File: config.mk
export PLATFORM = sky130hd
export DESIGN_NAME = sprite_scanner
export DESIGN_NICKNAME = d
export VERILOG_FILES = /design/src/rtl/sprite_pkg.sv /design/src/rtl/sprite_y_match.sv /design/src/rtl/sprite_scanner.sv
export SDC_FILE = /design/constraint.sdc
export NUM_CORES = 1
export LEC_CHECK = 0
export ABC_AREA = 1
export CAP_MARGIN = 20
export CORE_MARGIN = 2
export CORE_UTILIZATION = 63
export DETAILED_ROUTE_END_ITERATION = 10
export DONT_BUFFER_PORTS = 1
export GPL_ROUTABILITY_DRIVEN = 0
export GPL_TIMING_DRIVEN = 0
export PLACE_DENSITY_LB_ADDON = 0.12
export SLEW_MARGIN = 20
export SYNTH_ARGS = -nofsm -noshare
export SYNTH_HDL_FRONTEND = slang
export SYNTH_SLANG_ARGS = --single-unit
File: constraint.sdc
create_clock -name clk -period 3.3 [get_ports clk]
set_input_delay 0.33 -clock clk [delete_from_list [all_inputs] [get_ports clk]]
set_output_delay 0.33 -clock clk [all_outputs]
set_load 0.05 [all_outputs]
File: src/rtl/sprite_pkg.sv
// Shared constants and types for the sprite pipeline: scanner, store and X matcher.
package sprite_pkg;

    localparam int N_SLOTS   = 10;  // sprite store depth, max hits per line
    localparam int N_ENTRIES = 40;  // OAM entries walked per line
    localparam int Y_OFFSET  = 16;  // bias applied to OAM Y bytes

    typedef enum logic [1:0] {
        IDLE,
        ADDR,
        CMP,
        DONE
    } scan_state_t;

    typedef logic [5:0] sprite_index_t;
    typedef logic [3:0] sprite_line_t;

endpackage

File: src/rtl/sprite_y_match.sv
// Combinational Y-range test for one OAM entry against the current line.
module sprite_y_match #(
    parameter int Y_OFFSET = 16
) (
    input  logic [7:0] ly_i,
    input  logic [7:0] oam_y_i,
    input  logic       obj_tall_i,
    output logic       hit_o,
    output logic [3:0] line_o
);
    import sprite_pkg::*;

    // Nine bits keep the borrow visible: bit 8 set means the sprite starts
    // below this line (or is too far above), so it cannot match.
    logic [8:0]   diff;
    sprite_line_t row;

    assign diff   = {1'b0, ly_i} + 9'(Y_OFFSET) - {1'b0, oam_y_i};
    assign row    = diff[3:0];
    assign hit_o  = !diff[8] && (diff[7:0] < (obj_tall_i ? 8'd16 : 8'd8));
    assign line_o = row;

endmodule

File: src/rtl/sprite_scanner.sv
// Per-line OAM scan: walks every OAM entry, matches Y against the latched line,
// and strobes the first N_SLOTS hits into the sprite store in OAM order.
module sprite_scanner #(
    parameter int N_SLOTS   = sprite_pkg::N_SLOTS,
    parameter int N_ENTRIES = sprite_pkg::N_ENTRIES,
    parameter int Y_OFFSET  = sprite_pkg::Y_OFFSET
) (
    input  logic               clk,
    input  logic               reset,
    input  logic               scan_start,
    input  logic [7:0]         ly,
    input  logic               obj_tall,
    input  logic [7:0]         oam_y,
    output logic [7:0]         oam_a,
    output logic               scanning,
    output logic               scan_done,
    output logic [N_SLOTS-1:0] store_we,
    output logic [5:0]         store_index,
    output logic [3:0]         store_line,
    output logic [3:0]         sprite_count
);
    import sprite_pkg::*;

    scan_state_t        state_q;
    sprite_index_t      index_q;
    logic [7:0]         ly_q;
    logic               tall_q;
    logic [7:0]         oam_a_q;
    logic               scanning_q;
    logic               scan_done_q;
    logic [N_SLOTS-1:0] store_we_q;
    sprite_index_t      store_index_q;
    sprite_line_t       store_line_q;
    logic [3:0]         count_q;

    logic               hit;
    sprite_line_t       row;

    // Match uses the line and height captured at scan start, not the live inputs.
    sprite_y_match #(
        .Y_OFFSET (Y_OFFSET)
    ) u_y_match (
        .ly_i       (ly_q),
        .oam_y_i    (oam_y),
        .obj_tall_i (tall_q),
        .hit_o      (hit),
        .line_o     (row)
    );

    // Scan FSM: two cycles per entry (address, then compare), all outputs registered.
    always_ff @(posedge clk or posedge reset) begin
        if (reset) begin
            state_q       <= IDLE;
            index_q       <= '0;
            ly_q          <= '0;
            tall_q        <= 1'b0;
            oam_a_q       <= '0;
            scanning_q    <= 1'b0;
            scan_done_q   <= 1'b0;
            store_we_q    <= '0;
            store_index_q <= '0;
            store_line_q  <= '0;
            count_q       <= '0;
        end else begin
            // Strobes are single-cycle unless re-armed below.
            store_we_q  <= '0;
            scan_done_q <= 1'b0;
            if (scan_start) begin
                // Starting also aborts any scan in flight; a compare landing on
                // this same edge belongs to the abandoned scan and is dropped.
                state_q    <= ADDR;
                index_q    <= '0;
                count_q    <= '0;
                ly_q       <= ly;
                tall_q     <= obj_tall;
                oam_a_q    <= '0;
                scanning_q <= 1'b1;
            end else begin
                case (state_q)
                    IDLE: state_q <= IDLE;
                    ADDR: state_q <= CMP;
                    CMP: begin
                        if (hit && (count_q < 4'(N_SLOTS))) begin
                            store_we_q    <= N_SLOTS'(1) << count_q;
                            store_index_q <= index_q;
                            store_line_q  <= row;
                            count_q       <= count_q + 4'd1;
                        end
                        if (index_q < 6'(N_ENTRIES - 1)) begin
                            index_q <= index_q + 6'd1;
                            oam_a_q <= {index_q + 6'd1, 2'b00};
                            state_q <= ADDR;
                        end else begin
                            state_q     <= DONE;
                            scanning_q  <= 1'b0;
                            scan_done_q <= 1'b1;
                        end
                    end
                    DONE: state_q <= IDLE;
                    default: state_q <= IDLE;
                endcase
            end
        end
    end

    assign oam_a        = oam_a_q;
    assign scanning     = scanning_q;
    assign scan_done    = scan_done_q;
    assign store_we     = store_we_q;
    assign store_index  = store_index_q;
    assign store_line   = store_line_q;
    assign sprite_count = count_q;

endmodule

==> out/metrics.cfg <==
[status]
status=complete, no violations

[clock_tree]
clk_pin_slew_ns=0.09
cts_made_buffers=5
cts_buffer_depth=2
post_cts_buffers=0
cts.sinks=43
cts_tree=yes
clk_latency_ns=0.30
root_buffer=clkbuf_8
htree_levels=2

[setup_path]
worstSetupPathType=flop to flop
critPathMostFrequentCell=nand2_1
timing.critical_path.from=ly_q[3]
rr_worst_depth=16
critical_path.max_stage_delay_ns=0.39
worstPathMaxFanout=10
critical_path_buf_inv_count=2
path_cells=ha_1 -> ha_1 -> inv_2 -> nand2_1 -> nand2_1 -> xor2_1 -> ha_1 -> nand2_1 -> nand2_1 -> nor2_2 -> nand3_2 -> nor2_8 -> nand3_4 -> buf_6 -> nand2_1 -> nand2_1
rr_startpoint=ly_q[3]
worstPathArrival_ns=2.95
path_delay_family=simple AND/OR/NAND/NOR gates
startpoint_type=flop
endpoint_kind=flop
cp_num_cells=16
required_ns=3.49
crit_slowest_cell=dfrtp_1

[die]
start_util_pct=66.45
design.core.area_um2=3689
ioPinCount=54
die_h_um=66.38
dieArea_um2=4406
rows=22
die_w_um=66.38

[finish]
seq_area_um2=1076
finalNetCount=348
final_cell_mix=nand2_1, dfrtp_1, inv_1
num_antenna_cells=0
fill_cells=309
final_common_cell=nand2_1
areaGrowthSynthToFinish_pct=8.423
multi_input_area_um2=1156
drive_above_1_share_pct=11.48

[drt]
drt_iter0_markers=95
ant_nets=0
wl_per_cell_um=13.90
via_count=1913
dr.pass1.iters=4
routed_wl_um=4906
drcViolationCount=0
viasPerCell=5.419

[global_routing]
antenna_found_initial=0
grt_pass1_vias=1865
grt_pass1_wl_um=8355
grt_max_degree=35
grt_use_total_pct=25.39
gr-total-overflow=0

[timing]
hold_viol_final=0
skew_ns=0.004450
relSlewSlack_pct=57.13
fmax_mhz=362.7
fin_crit_sh_pct=83.54
maxSlewViolCount=0
rsz0062_at_grt=false
fin_crit_ns=2.757
tns_ns=0
worst_pin_slew_ns=0.6430
final-setup-viol-count=0

[power]
peakVddDrop_mv=0.4628
p_leak_nw=1.478
power_w=0.001260
power.density_nw_per_um2=474.0

[worst_hold_path]
hold_path_startpoint=ly[6]
hold_path.class=input pin to flop
hold_depth=2

[logic_synthesis]
ys_ff_latch=43
ys.warnings.count=0
syn_inst=294
synth_cell_types=28
avgSynthCellArea_um2=8.337
syn_area_um2=2451
ys_seq_area_share_pct=43.90

[placement]
io_buffers=0
dp_hpwl_um=3562

[flow_run]
cap_violations=0

==> worst paths after layout <==
check                            endpoint  slack (ns)
hold / removal                    ly_q[6]        0.14
setup / recovery           store_index[4]        0.54
min in group asynchronous         ly_q[7]        0.40
max in group asynchronous          tall_q        2.45
setup reg to reg           store_index[4]        0.54
hold reg to reg                   ly_q[5]        0.48
==> metal layers <==
metal	track usage, %	wire length (um)
met5	0	0
met4	9.184	80
met3	6.133	344
met2	42.75	2362
met1	31.57	2119
==> cell usage after synthesis <==
| cell | instances | area [um^2] |
|---|---|---|
| inv_1 | 38 | 142.6 |
| xor2_1 | 3 | 26.28 |
| nand4_1 | 18 | 112.6 |
| nor2_1 | 22 | 82.58 |
| buf_6 | 2 | 22.52 |
| clkbuf_1 | 3 | 11.26 |
| nor3_1 | 1 | 5.000 |
| inv_2 | 4 | 15.01 |
| nor2_2 | 4 | 25.02 |
| nand3_1 | 15 | 75.07 |
| o41ai_1 | 1 | 8.760 |
| nand2_2 | 5 | 31.28 |
| conb_1 | 1 | 3.750 |
| a21o_1 | 1 | 7.510 |
| nand3b_1 | 2 | 15.01 |
| buf_1 | 1 | 3.750 |
| a21oi_1 | 6 | 30.03 |
| nand2_1 | 84 | 315.3 |
| ha_1 | 23 | 287.8 |
| dfrtp_1 | 43 | 1076 |
| fa_1 | 1 | 20.02 |
| buf_2 | 1 | 5.000 |
| nand3_2 | 3 | 30.03 |
| nor2_8 | 1 | 20.02 |
| buf_4 | 3 | 22.52 |
| o21ai_0 | 6 | 30.03 |
| nand3_4 | 1 | 17.52 |
| a21oi_2 | 1 | 8.760 |
==> per-stage QoR <==
| stage | hold WS [ns] | area (um^2) | worst slack, ns | instances | util (%) |
|---|---|---|---|---|---|
| final | 0.1406 | 2658 | 0.5432 | 353 | 72.05 |
| after global routing | 0.1636 | 2658 | 0.2883 | 353 | 72.05 |
| after CTS | 0.1358 | 2658 | 0.5598 | 353 | 72.05 |
| after detailed placement | 0.1562 | 2535 | 0.6022 | 344 | 68.72 |
| after global placement | 0.4488 | 2515 | 0.6124 | 343 | 68.18 |
| after floorplan | 0.4459 | 2455 | 0.7967 | 295 | - |
==> sequential cells by signal, indices dropped and copies added (netlist names) <==
| name | flops |
|---|---|
| scan_done | 1 |
| store_index | 6 |
| store_line | 4 |
| oam_a | 6 |
| scanning | 1 |
| ly_q | 8 |
| state_q | 2 |
| tall_q | 1 |
| store_we | 10 |
| sprite_count | 4 |
==> cell families (layout without fill, tap and decap cells) <==
group,count (synthesis),after routing,synth area share (%)
adders and majority gates,24,24,12.56
and+or+nand+nor,156,156,29.76
AOI/OAI and AO/OA,15,15,3.472
DFF,43,43,43.90
other,1,2,0.1530
buffers and inverters,52,62,9.086
xor gates and xnor gates,3,3,1.072
==> final cells by class <==
class / instances / share of cell area (%)
Buffer: 10 / 2.448
Clock buffer: 5 / 2.589
Clock inverter: 3 / 1.648
Inverter: 42 / 5.932
Multi-Input combinational cell: 200 / 43.50
Sequential cell: 43 / 40.49
Tap cell: 48 / 2.260
Timing Repair Buffer: 2 / 1.130
==> timing repair <==
action | CTS | global route
endpoints found under the setup margin | 0 | 0
hold buffers | 1 | 0
hold endpoints to repair | 9 | 0
gates resized for setup | 0 | 0
==> power by group <==
part           leakage [nW]  switching [W]  internal, W
clock                0.0581       0.000192     0.000225
sequential            0.575      0.0000469     0.000546
combinational         0.845       0.000165    0.0000844
total                  1.48       0.000404     0.000856
Power figures use the tool's default switching activity.
